<file path="src/rtl/adam_axil_req_mst.sv">
// AXI-Lite master: turns a valid/ready request/response port into single AXI-Lite
// write (AW+W+B) or read (AR+R) transactions, one outstanding, with pause handshake.
//
// state | meaning
// IDLE  | waiting for a request; only state that accepts requests or acks pause
// WR    | AW and W presented; each drops after its own handshake
// WB    | waiting for the write response on B
// RD    | AR presented until ar_ready
// RR    | waiting for read data on R
// RSP   | response held on rsp_* until rsp_ready
module adam_axil_req_mst #(
   parameter int ADDR_WIDTH = 32,
   parameter int DATA_WIDTH = 32
) (
   input  logic                      i_clk,
   input  logic                      i_rst_n,
   input  logic                      i_pause_req,
   output logic                      o_pause_ack,
   input  logic                      i_req_we,
   input  logic [ADDR_WIDTH-1:0]     i_req_addr,
   input  logic [2:0]                i_req_prot,
   input  logic [DATA_WIDTH-1:0]     i_req_wdata,
   input  logic [DATA_WIDTH/8-1:0]   i_req_strb,
   input  logic                      i_req_valid,
   output logic                      o_req_ready,
   output logic [DATA_WIDTH-1:0]     o_rsp_rdata,
   output logic [1:0]                o_rsp_resp,
   output logic                      o_rsp_valid,
   input  logic                      i_rsp_ready,
   output logic [ADDR_WIDTH-1:0]     o_aw_addr,
   output logic [2:0]                o_aw_prot,
   output logic                      o_aw_valid,
   input  logic                      i_aw_ready,
   output logic [DATA_WIDTH-1:0]     o_w_data,
   output logic [DATA_WIDTH/8-1:0]   o_w_strb,
   output logic                      o_w_valid,
   input  logic                      i_w_ready,
   input  logic [1:0]                i_b_resp,
   input  logic                      i_b_valid,
   output logic                      o_b_ready,
   output logic [ADDR_WIDTH-1:0]     o_ar_addr,
   output logic [2:0]                o_ar_prot,
   output logic                      o_ar_valid,
   input  logic                      i_ar_ready,
   input  logic [DATA_WIDTH-1:0]     i_r_data,
   input  logic [1:0]                i_r_resp,
   input  logic                      i_r_valid,
   output logic                      o_r_ready
);

   localparam int STRB_WIDTH = DATA_WIDTH / 8;

   typedef enum logic [2:0] {
      S_IDLE,
      S_WR,
      S_WB,
      S_RD,
      S_RR,
      S_RSP
   } state_t;

   state_t                  r_state;
   state_t                  w_state_nxt;
   logic                    r_aw_valid;
   logic                    r_w_valid;
   logic                    r_ar_valid;
   logic                    r_pause_ack;
   logic [ADDR_WIDTH-1:0]   r_addr;
   logic [2:0]              r_prot;
   logic [DATA_WIDTH-1:0]   r_wdata;
   logic [STRB_WIDTH-1:0]   r_strb;
   logic [DATA_WIDTH-1:0]   r_rdata;
   logic [1:0]              r_resp;
   logic                    w_req_hs;
   logic                    w_aw_done;
   logic                    w_w_done;

   // Ready is gated by reset so a request held during reset is never taken.
   assign o_req_ready = i_rst_n && (r_state == S_IDLE) && !i_pause_req && !r_pause_ack;
   assign w_req_hs    = i_req_valid && o_req_ready;
   assign w_aw_done   = !r_aw_valid || i_aw_ready;
   assign w_w_done    = !r_w_valid || i_w_ready;

   always_ff @(posedge i_clk) begin
      if (!i_rst_n) begin
         r_state <= S_IDLE;
      end else begin
         r_state <= w_state_nxt;
      end
   end

   always_comb begin
      w_state_nxt = r_state;
      case (r_state)
         S_IDLE:  if (w_req_hs) w_state_nxt = i_req_we ? S_WR : S_RD;
         S_WR:    if (w_aw_done && w_w_done) w_state_nxt = S_WB;
         S_WB:    if (i_b_valid) w_state_nxt = S_RSP;
         S_RD:    if (i_ar_ready) w_state_nxt = S_RR;
         S_RR:    if (i_r_valid) w_state_nxt = S_RSP;
         S_RSP:   if (i_rsp_ready) w_state_nxt = S_IDLE;
         default: w_state_nxt = S_IDLE;
      endcase
   end

   always_ff @(posedge i_clk) begin
      if (!i_rst_n) begin
         r_aw_valid  <= 1'b0;
         r_w_valid   <= 1'b0;
         r_ar_valid  <= 1'b0;
         r_pause_ack <= 1'b0;
         r_addr      <= '0;
         r_prot      <= '0;
         r_wdata     <= '0;
         r_strb      <= '0;
         r_rdata     <= '0;
         r_resp      <= '0;
      end else begin
         r_pause_ack <= i_pause_req && (r_state == S_IDLE);
         if (w_req_hs) begin
            r_addr     <= i_req_addr;
            r_prot     <= i_req_prot;
            r_wdata    <= i_req_wdata;
            r_strb     <= i_req_strb;
            r_aw_valid <= i_req_we;
            r_w_valid  <= i_req_we;
            r_ar_valid <= !i_req_we;
         end
         if (r_aw_valid && i_aw_ready) r_aw_valid <= 1'b0;
         if (r_w_valid && i_w_ready)   r_w_valid  <= 1'b0;
         if (r_ar_valid && i_ar_ready) r_ar_valid <= 1'b0;
         if ((r_state == S_WB) && i_b_valid) begin
            r_rdata <= '0;
            r_resp  <= i_b_resp;
         end
         if ((r_state == S_RR) && i_r_valid) begin
            r_rdata <= i_r_data;
            r_resp  <= i_r_resp;
         end
      end
   end

   assign o_pause_ack = r_pause_ack;
   assign o_aw_addr   = r_addr;
   assign o_aw_prot   = r_prot;
   assign o_aw_valid  = r_aw_valid;
   assign o_w_data    = r_wdata;
   assign o_w_strb    = r_strb;
   assign o_w_valid   = r_w_valid;
   assign o_b_ready   = (r_state == S_WB);
   assign o_ar_addr   = r_addr;
   assign o_ar_prot   = r_prot;
   assign o_ar_valid  = r_ar_valid;
   assign o_r_ready   = (r_state == S_RR);
   assign o_rsp_valid = (r_state == S_RSP);
   assign o_rsp_rdata = r_rdata;
   assign o_rsp_resp  = r_resp;

endmodule

</file>
<file path="config.mk">
export PLATFORM = sky130hd
export DESIGN_NAME = adam_axil_req_mst
export DESIGN_NICKNAME = d
export VERILOG_FILES = /design/src/rtl/adam_axil_req_mst.sv
export SDC_FILE = /design/constraint.sdc
export NUM_CORES = 1
export LEC_CHECK = 0
export BUFFER_PORTS_ARGS = -buffer_cell sky130_fd_sc_hd__buf_2
export CAP_MARGIN = 20
export CELL_PAD_IN_SITES_DETAIL_PLACEMENT = 0
export CELL_PAD_IN_SITES_GLOBAL_PLACEMENT = 1
export CORE_ASPECT_RATIO = 0.7
export CORE_MARGIN = 4
export CORE_UTILIZATION = 25
export CTS_CLUSTER_DIAMETER = 30
export DETAILED_ROUTE_END_ITERATION = 6
export PLACE_DENSITY_LB_ADDON = 0.25
export SLEW_MARGIN = 20
export SYNTH_ARGS = -nofsm -noshare
export SYNTH_HDL_FRONTEND = slang
export SYNTH_SLANG_ARGS = --single-unit
</file>
<file path="constraint.sdc">
create_clock -name i_clk -period 1.7 [get_ports i_clk]
set_clock_uncertainty 0.2 [all_clocks]
set_input_delay 0.34 -clock i_clk [delete_from_list [all_inputs] [get_ports i_clk]]
set_output_delay 0.34 -clock i_clk [all_outputs]
set_load 0.03 [all_outputs]
</file>
==> metrics, run 1 <==
status=finished, violations left; failing checks=setup timing; R2R Path End=o_ar_addr[9]$_SDFFE_PN0P_; total congestion overflow=0; Crit Path Class=flip-flop to primary output; Post-Route WL=~16000 microns; Clock Sinks=112; first-pass GRT wire length=approximately 23000 microns; Post-Syn Area=4355 sq um; Area growth syn-to-layout=65.50%; R2R Setup Slk=-0.36 ns; CTS Root Cell=clkbuf_16; Hold WS=0.02128 ns; setup repair after global routing missed its margin=true; startpoint types=flip-flop; DR vias/cell=~4.4; vias in the first global route=around 4200; Non-Filler Instances=1015; top_reg_cell synth=dfxtp_1; fin nets=897; max_cap viols=0; synthesized instance count=514; sequential area share after synthesis=51.48%; Iter 0 DRT Violations=206; num rows=40; Hold Path Cell Cnt=3; Synth Warn #=0; total track usage=14.22%; Core Area=17120 sq um; post-route setup slack=-0.3969 ns; Met1 Wirelength=7359 microns; Max Freq=0.4769 GHz; largest net degree at the start of global routing=53; EDFF count, synth=0; CP Capture Type=primary output; Mapped Nets=around 630; Worst VDD drop=0.4647 mV; ant diodes=0; Pwr Density=1089 nW/um^2; Clk Latency, worst-skew pair=0.35 ns; met2 routed WL=7361 microns; pre-CTS setup slack=-0.2523 ns; CP required=1.16 ns; DR WL met3=roughly 1100 microns; share of cells above drive strength 1=58.42%; 1st-pass router iterations=5; DR WL/cell=between 15 and 20 microns; I/O Buffers=265; Hold EP=o_ar_addr[17]$_SDFFE_PN0P_; HP Start=i_req_addr[17]; total power=about 8000 uW; initial antenna violation count=2; max-slew violations=0; clock slew at reported path FFs=0.07 ns; Die Height=118.4 microns; final hold vios=0; R2R depth=10; num ports=266; synthesized flop and latch total=112; Max FO, Critical Path=5; CTS tree=built; crit path time final=2.097 ns; final antenna-violating net count=0; max layer used=met5; DP Cell Count=958; Worst EP arrival=1.56 ns; syn_area_per_cell=8.474 sq um; Synth cell types=35; fin crit share=123.3%; Worst-Margin Slew=0.3232 ns; clock buffer depth=2; GPL Wtd Cong=0.7556; RR Startpoint=r_state[2]$_SDFFE_PN0P_; setup TNS=-25.80 ns; H-tree lvl count=3; ys async rst share=0%; slew margin rel.=between 70% and 80%; Hold Crit Class=primary input to flip-flop; post-DP HPWL=10520 microns; total CTS buffers=9; full die area=between 15000 and 20000 sq um; Pleak=between 0.003 and 0.004 uW; setup violators final=80; DR vias=4498; residual DRC count=0; Chip Width=approximately 170 microns; starting density of the core=25.45%
state kept, by name, summed over array words and instances, names as in the netlist:
name	count
o_ar_addr	32
o_ar_prot	3
o_ar_valid	1
o_aw_valid	1
o_pause_ack	1
o_rsp_rdata	32
o_rsp_resp	2
o_w_data	32
o_w_strb	4
o_w_valid	1
r_state	3
worst max path at each step:
stage	from	endpoint	slack, ns
after global routing	r_state[2]$_SDFFE_PN0P_	o_req_ready	-0.50
after floorplan	r_state[2]$_SDFFE_PN0P_	o_rsp_resp[0]$_SDFFE_PN0P_	0.02
after CTS	r_state[1]$_SDFFE_PN0P_	o_req_ready	-0.43
after detailed placement	r_state[2]$_SDFFE_PN0P_	o_ar_addr[4]$_SDFFE_PN0P_	-0.25
final	r_state[2]$_SDFFE_PN0P_	o_req_ready	-0.40
after global placement	i_b_valid	o_rsp_rdata[17]$_SDFFE_PN0P_	-0.48
metal layers:
metal  track usage [%]  up-vias
met5                 0        -
met4             3.709        4
met3             5.483       16
met2             22.58      169
met1             18.17     2097
li1                  -     2212
layout by cell type, fill, tap and decap left out, drive strengths merged, types with 2 or more instances in the layout:
master,instances
nand3,2
a31oi,2
nor4bb,2
a22oi,32
mux2i,3
nor2b,3
nor2,38
dfxtp,112
o211a,2
clkbuf,19
o21ai,3
nor3b,3
buf,309
and2,2
nor4b,3
a21oi,76
clkinvlp,2
nand2,147
dlygate4sd3,8
inv,2
clkinv,2
cell usage after synthesis, types with 2 or more instances:
library cell  count  area, sq um
and2_1            2        12.51
o211a_1           2        20.02
nor2b_1           3        18.77
dfxtp_1         112         2242
a21oi_2          10        87.58
clkbuf_1         13        48.80
nand2_1         147        551.8
o21ai_0           3        15.01
nor4bb_1          2        20.02
a31oi_1           2        12.51
buf_1             3        11.26
nor4b_1           2        17.52
buf_4            42        315.3
mux2i_1           3        30.03
a21oi_1          66        330.3
buf_2            14        70.07
a22oi_1          32        240.2
nor2_1           36        135.1
nor3b_1           3        22.52
nand3_1           2        10.01
area by class of cell:
| cell class | instances | area (sq um) |
|---|---|---|
| Fill cell | 1733 | 9908 |
| Clock buffer | 10 | 239.0 |
| Clock inverter | 6 | 73.82 |
| Multi-Input combinational cell | 329 | 2145 |
| Inverter | 1 | 5.005 |
| Sequential cell | 112 | 2251 |
| Timing Repair Buffer | 326 | 2206 |
| Tap cell | 231 | 289.0 |
cell families after synthesis:
group	share of synthesized area [%]
AND/OR/NAND/NOR	20.28
AO/OA/AOI/OAI	16.72
multiplexers	0.9480
buffers and inverters	10.57
flip-flops	51.48
worst max-delay path, cell delays in order, from the launching register on:
cell and delay, ns:
dfxtp_4 0.35, buf_8 0.12, nor4b_4 0.31, buf_4 0.16, and2_4 0.13, buf_6 0.13
power by group:
part | total (uW) | switching, uW | leakage [uW] | internal [uW]
clock network | 2240 | 1030 | 0.000147 | 1200
logic | 2650 | 1470 | 0.00223 | 1180
registers | 2970 | 149 | 0.000908 | 2820
total | 7850 | 2650 | 0.00328 | 5200
what timing repair did:
item,4_1_cts,5_1_grt
hold buffers,8,0
setup endpoints to repair,110,110
endpoints found under the hold margin,8,0
pin swaps,4,21
gates resized for setup,18,134
buffers inserted,6,14
gates cloned,1,12
through the flow:
stage	cell area, sq um	util [%]
after floorplan	4372	-
after global placement	5793	33.85
after detailed placement	5798	33.87
after CTS	6302	36.82
after global routing	7208	42.11
final	7208	42.11
No activity file was read; power rests on OpenSTA's default activity.
==> inputs of run 2 (changes only) <==
--- a/config.mk
+++ b/config.mk
@@ -14,7 +14,9 @@
 export CORE_UTILIZATION = 25
 export CTS_CLUSTER_DIAMETER = 30
 export DETAILED_ROUTE_END_ITERATION = 6
-export PLACE_DENSITY_LB_ADDON = 0.25
+export HOLD_SLACK_MARGIN = 0.15
+export PLACE_DENSITY = 0.8
+export RECOVER_POWER = 25
 export SLEW_MARGIN = 20
 export SYNTH_ARGS = -nofsm -noshare
 export SYNTH_HDL_FRONTEND = slang
==> metrics, run 2 (same netlist as run 1, synthesis figures left out) <==
final antenna-violating net count=0; Pleak=0.003367 uW; full die area=around 20000 sq um; GR Layer Usage met2=26.10%; Worst EP arrival=between 1 and 1.5 ns; Worst VDD drop=between 0.5 and 0.6 mV; most frequent cells in the layout=225 x buf_2, 145 x nand2_1, 111 x dlygate4sd3_1; R2R depth=7; GPL Wtd Cong=around 0.83; R2R Setup Slk=-0.13 ns; Iter 0 DRT Violations=280; slew margin rel.=71.41%; Clk Latency, worst-skew pair=0.35 ns; Hold Path Cell Cnt=3; Pwr Density=1017 nW/um^2; status=finished, violations left; utilization after layout=45.09%; Chip Width=around 170 microns; fin crit share=113.3%; vias in the first global route=between 4000 and 5000; HP Start=i_aw_ready; CTS Root Cell=clkbuf_16; total track usage=15.93%; startpoint types=flip-flop; max_cap viols=0; final hold vios=0; Area after DPL=about 5800 sq um; Hold WS=roughly 0.18 ns; Max FO, Critical Path=3; delay-heaviest family, CP=simple AND/OR/NAND/NOR gates; H-tree lvl count=3; first-pass GRT wire length=25590 microns; max-slew violations=0; DR WL/cell=15.08 microns; setup repair after global routing missed its margin=true; Multi-input gate area=1922 sq um; CTS tree=built; fin nets=985; Worst-Margin Slew=0.4307 ns; DR vias/cell=4.406; total CTS buffers=9; residual DRC count=0; DR vias=4860; Post-Route WL=16630 microns; total congestion overflow=0; M3 GR Usage=6.185%; CP Capture Type=primary output; ant diodes=0; RR Startpoint=r_state[0]$_SDFFE_PN0P_; num rows=40; Crit Path Class=flip-flop to primary output; share of cells above drive strength 1=40.48%; most common cell after layout, fill and taps aside=buf_2; Core Area=17120 sq um; Fillers=1681; Die Height=~120 microns; CP required=1.16 ns; failing checks=setup timing; starting density of the core=25.45%; clock slew at reported path FFs=0.07 ns; Critical Path Max Stage Delay=0.37 ns; Hold EP=o_aw_valid$_SDFFE_PP0P_; post-route setup slack=-0.2267 ns; largest net degree at the start of global routing=71; crit path time final=1.927 ns; pre-CTS setup slack=-0.007664 ns; 1st-pass router iterations=6; clock buffer depth=2; Finished Cell Area=7717 sq um; setup violators final=77; Clock Sinks=112; Area growth syn-to-layout=77.19%; num ports=266; Max Freq=between 0.5 and 0.6 GHz; busiest metal layer after global routing=met2; I/O Buffers=between 200 and 300; R2R Path End=o_rsp_rdata[26]$_SDFFE_PN0P_; Worst path slowest cell=dfxtp_4; initial antenna violation count=2; met1 GRT Util=~19%; Seq. cell area=about 2300 sq um; worst-path cell chain=nor4b_4 -> buf_4 -> and2_1 -> buf_6; WP buf/inv=2; Hold Crit Class=primary input to flip-flop; post-DP HPWL=10480 microns
## run 2: cell types whose count changed in the layout (fill, tap and decap cells not counted), moves of 9 or more
cell / previous run / this run
nand2_4: 18 / 0
a21oi_1: 57 / 66
nand2_2: 37 / 2
a21oi_2: 19 / 10
clkbuf_1: 0 / 35
dlygate4sd3_1: 8 / 111
buf_2: 261 / 225
nand2_1: 92 / 145
## run 2: worst register-to-register path: stages (launching register included)
cell       delay (ns)
dfxtp_4          0.37
buf_12           0.12
buf_8            0.12
nor4bb_4         0.37
nor2_4           0.14
clkbuf_16        0.20
a22oi_2          0.14
nor2_1           0.06
## run 2: how the worst max path moves through the flow
stage                       startpoint                    endpoint  cells after the start
2_1_floorplan  r_state[2]$_SDFFE_PN0P_  o_rsp_resp[0]$_SDFFE_PN0P_                      5
3_3_place_gp                   i_rst_n     o_ar_valid$_SDFFE_PP0P_                      7
3_5_place_dp   r_state[0]$_SDFFE_PN0P_   o_w_data[30]$_SDFFE_PN0P_                      6
4_1_cts        r_state[0]$_SDFFE_PN0P_                 o_req_ready                      4
5_1_grt        r_state[2]$_SDFFE_PN0P_                 o_req_ready                      4
6_report       r_state[0]$_SDFFE_PN0P_                 o_req_ready                      4
## run 2: routing by layer
layer  vias to the layer above  routed length [microns]
met4                         4                      371
met3                        34                     1348
met5                         -                       24
li1                       2383                        -
met2                       234                     7732
met1                      2205                     7157
## run 2: stage by stage
| stage | total power, uW | cells | setup TNS (ns) |
|---|---|---|---|
| 6_report | 7845 | 1103 | -4.570 |
| 5_1_grt | 8249 | 1103 | -11.97 |
| 4_1_cts | 7739 | 1098 | -2.634 |
| 3_5_place_dp | 4950 | 961 | -0.01498 |
| 3_3_place_gp | 4941 | 961 | 0 |
| 2_1_floorplan | 4260 | 514 | 0 |
## run 2: area by class of cell
type                            count  share of cell area, %
Sequential cell                   112                  29.17
Clock buffer                       10                  3.097
Inverter                            1                0.06485
Tap cell                          231                  3.745
Multi-Input combinational cell    328                  24.90
Timing Repair Buffer              415                  38.07
Clock inverter                      6                 0.9566
## run 2: timing repair
item / 4_1_cts / 5_1_grt
resized for setup: 31 / 47
pin swaps: 4 / 15
cloned: 3 / 4
hold buffers: 111 / 0
setup buffers: 9 / 2
setup endpoints to repair: 11 / 114
hold endpoints to repair: 108 / 0
## run 2: power by group
| part | internal (uW) | switching, uW | leakage (uW) |
|---|---|---|---|
| sequential | 2820 | 149 | 0.000908 |
| combinational | 1200 | 1440 | 0.00231 |
| clock | 1210 | 1030 | 0.000148 |
==> inputs of run 3 (changes only) <==
--- a/config.mk
+++ b/config.mk
@@ -7,15 +7,16 @@
 export LEC_CHECK = 0
 export BUFFER_PORTS_ARGS = -buffer_cell sky130_fd_sc_hd__buf_2
 export CAP_MARGIN = 20
-export CELL_PAD_IN_SITES_DETAIL_PLACEMENT = 0
-export CELL_PAD_IN_SITES_GLOBAL_PLACEMENT = 1
+export CELL_PAD_IN_SITES_DETAIL_PLACEMENT = 1
+export CELL_PAD_IN_SITES_GLOBAL_PLACEMENT = 2
 export CORE_ASPECT_RATIO = 0.7
 export CORE_MARGIN = 4
-export CORE_UTILIZATION = 25
+export CORE_UTILIZATION = 22
 export CTS_CLUSTER_DIAMETER = 30
 export DETAILED_ROUTE_END_ITERATION = 6
+export GPL_ROUTABILITY_DRIVEN = 0
 export HOLD_SLACK_MARGIN = 0.15
-export PLACE_DENSITY = 0.8
+export PLACE_DENSITY = 0.89
 export RECOVER_POWER = 25
 export SLEW_MARGIN = 20
 export SYNTH_ARGS = -nofsm -noshare
==> metrics, run 3 (same netlist as run 1, synthesis figures left out) <==
slew margin rel.=69.45%; Post-Route WL=around 23000 microns; Finished Cell Area=8859 sq um; full die area=roughly 22000 sq um; Clock Sinks=around 110; total track usage=18.96%; CP Capture Type=flip-flop; starting density of the core=22.71%; Max Freq=0.5200 GHz; final antenna-violating net count=0; num ports=between 200 and 300; Fillers=between 2000 and 2500; Pleak=0.003941 uW; setup repair after global routing missed its margin=true; post-route setup slack=-0.2230 ns; first-pass GRT wire length=32800 microns; Worst EP arrival=1.93 ns; Die Height=125.7 microns; num rows=42; failing checks=setup timing; total congestion overflow=0; CTS Root Cell=clkbuf_16; Core Area=19180 sq um; startpoint types=flip-flop; Chip Width=176.2 microns; final hold vios=0; 1st-pass router iterations=4; Hold Crit Class=primary input to flip-flop; Iter 0 DRT Violations=278; Max FO, Critical Path=7; H-tree lvl count=3; CP required=1.71 ns; Worst-Margin Slew=0.4583 ns; I/O Buffers=265; most common cell after layout, fill and taps aside=buf_2; setup violators final=111; share of cells above drive strength 1=53.64%; crit path time final=1.923 ns; residual DRC count=0; Clk Latency, worst-skew pair=0.35 ns; Worst VDD drop=slightly below 0.5 mV; max_cap viols=0; fin crit share=113.1%; post-DP HPWL=11270 microns; Seq. cell area=2251 sq um; initial antenna violation count=3; clock buffer depth=2; largest net degree at the start of global routing=76; DR vias/cell=4.523; Area after DPL=approximately 5900 sq um; DR vias=5238; Crit Path Class=flip-flop to flip-flop; most frequent cells in the layout=226 x buf_2, 112 x dlygate4sd3_1, 109 x dfxtp_1; Non-Filler Instances=1158; Area growth syn-to-layout=103.4%; status=finished, violations left; total CTS buffers=9; clock slew at reported path FFs=0.08 ns; fin nets=about 1000; DP Cell Count=around 990; Multi-input gate area=around 2500 sq um; CTS tree=built; max-slew violations=0; Pwr Density=about 950 nW/um^2; vias in the first global route=5581; DR WL/cell=19.73 microns
==> run 3: worst max-delay path: stages, from the launching register on <==
cell and delay [ns]:
dfxtp_4 0.38, nor4b_4 0.31, buf_4 0.17, buf_6 0.09, nand3_4 0.12, buf_12 0.19, buf_12 0.15, nand2_2 0.10
a221oi_4 0.07
==> run 3: path summary, 6_finish.rpt <==
| check | slack (ns) | start | end | cells after the start |
|---|---|---|---|---|
| setup / recovery | -0.22 | r_state[0]$_SDFFE_PN0P_ | o_ar_valid$_SDFFE_PP0P_ | 8 |
| hold / removal | 0.20 | i_w_ready | o_w_valid$_SDFFE_PP0P_ | 3 |
| setup reg to reg | -0.22 | r_state[0]$_SDFFE_PN0P_ | o_ar_valid$_SDFFE_PP0P_ | 8 |
| hold reg to reg | 0.27 | o_w_data[29]$_SDFFE_PN0P_ | o_w_data[29]$_SDFFE_PN0P_ | 2 |
==> run 3: layout make-up <==
type / count / share of cell area (%)
timing repair buffer: 436 / 39.86
clock inverter: 7 / 0.6921
multi-input combinational: 328 / 27.68
antenna: 1 / 0.02825
tap: 264 / 3.729
clock buffer: 9 / 2.542
sequential: 112 / 25.41
inverter: 1 / 0.05650
==> run 3: per-stage QoR <==
step                util, %  hold WS, ns  setup WS [ns]  setup TNS (ns)  power [uW]
floorplan                 -       0.2342        0.02270               0        4260
global placement      30.59       0.2401        0.01417               0        4930
detailed placement    30.59       0.2449       -0.05019         -0.9823        4965
CTS                   43.67       0.1643        -0.1800          -11.93        8119
global route          46.18       0.1934        -0.2919          -23.14        8764
finish                46.18       0.1993        -0.2230          -16.33        8377
==> run 3: routing by layer <==
layer	vias to the layer above	global-route usage, %	share of wire [%]
met5	-	0	0.092
met4	4	4.583	2.5
met3	41	5.183	6.3
met2	200	34.27	51
met1	2554	22.33	41
li1	2439	-	-
==> run 3: report_power, final <==
part	internal [uW]	total [uW]	switching, uW	leakage (uW)
logic	1510	3260	1740	0.00289
clock network	1030	2120	1090	0.000140
registers	2820	3000	176	0.000908
total	5360	8380	3010	0.00394
==> run 3: timing repair <==
item / CTS / global route
buffers inserted: 16 / 0
endpoints found under the setup margin: 109 / 112
resized for setup: 124 / 123
endpoints found under the hold margin: 109 / 0
pin swaps: 47 / 62
hold buffers: 112 / 0
cloned: 18 / 6
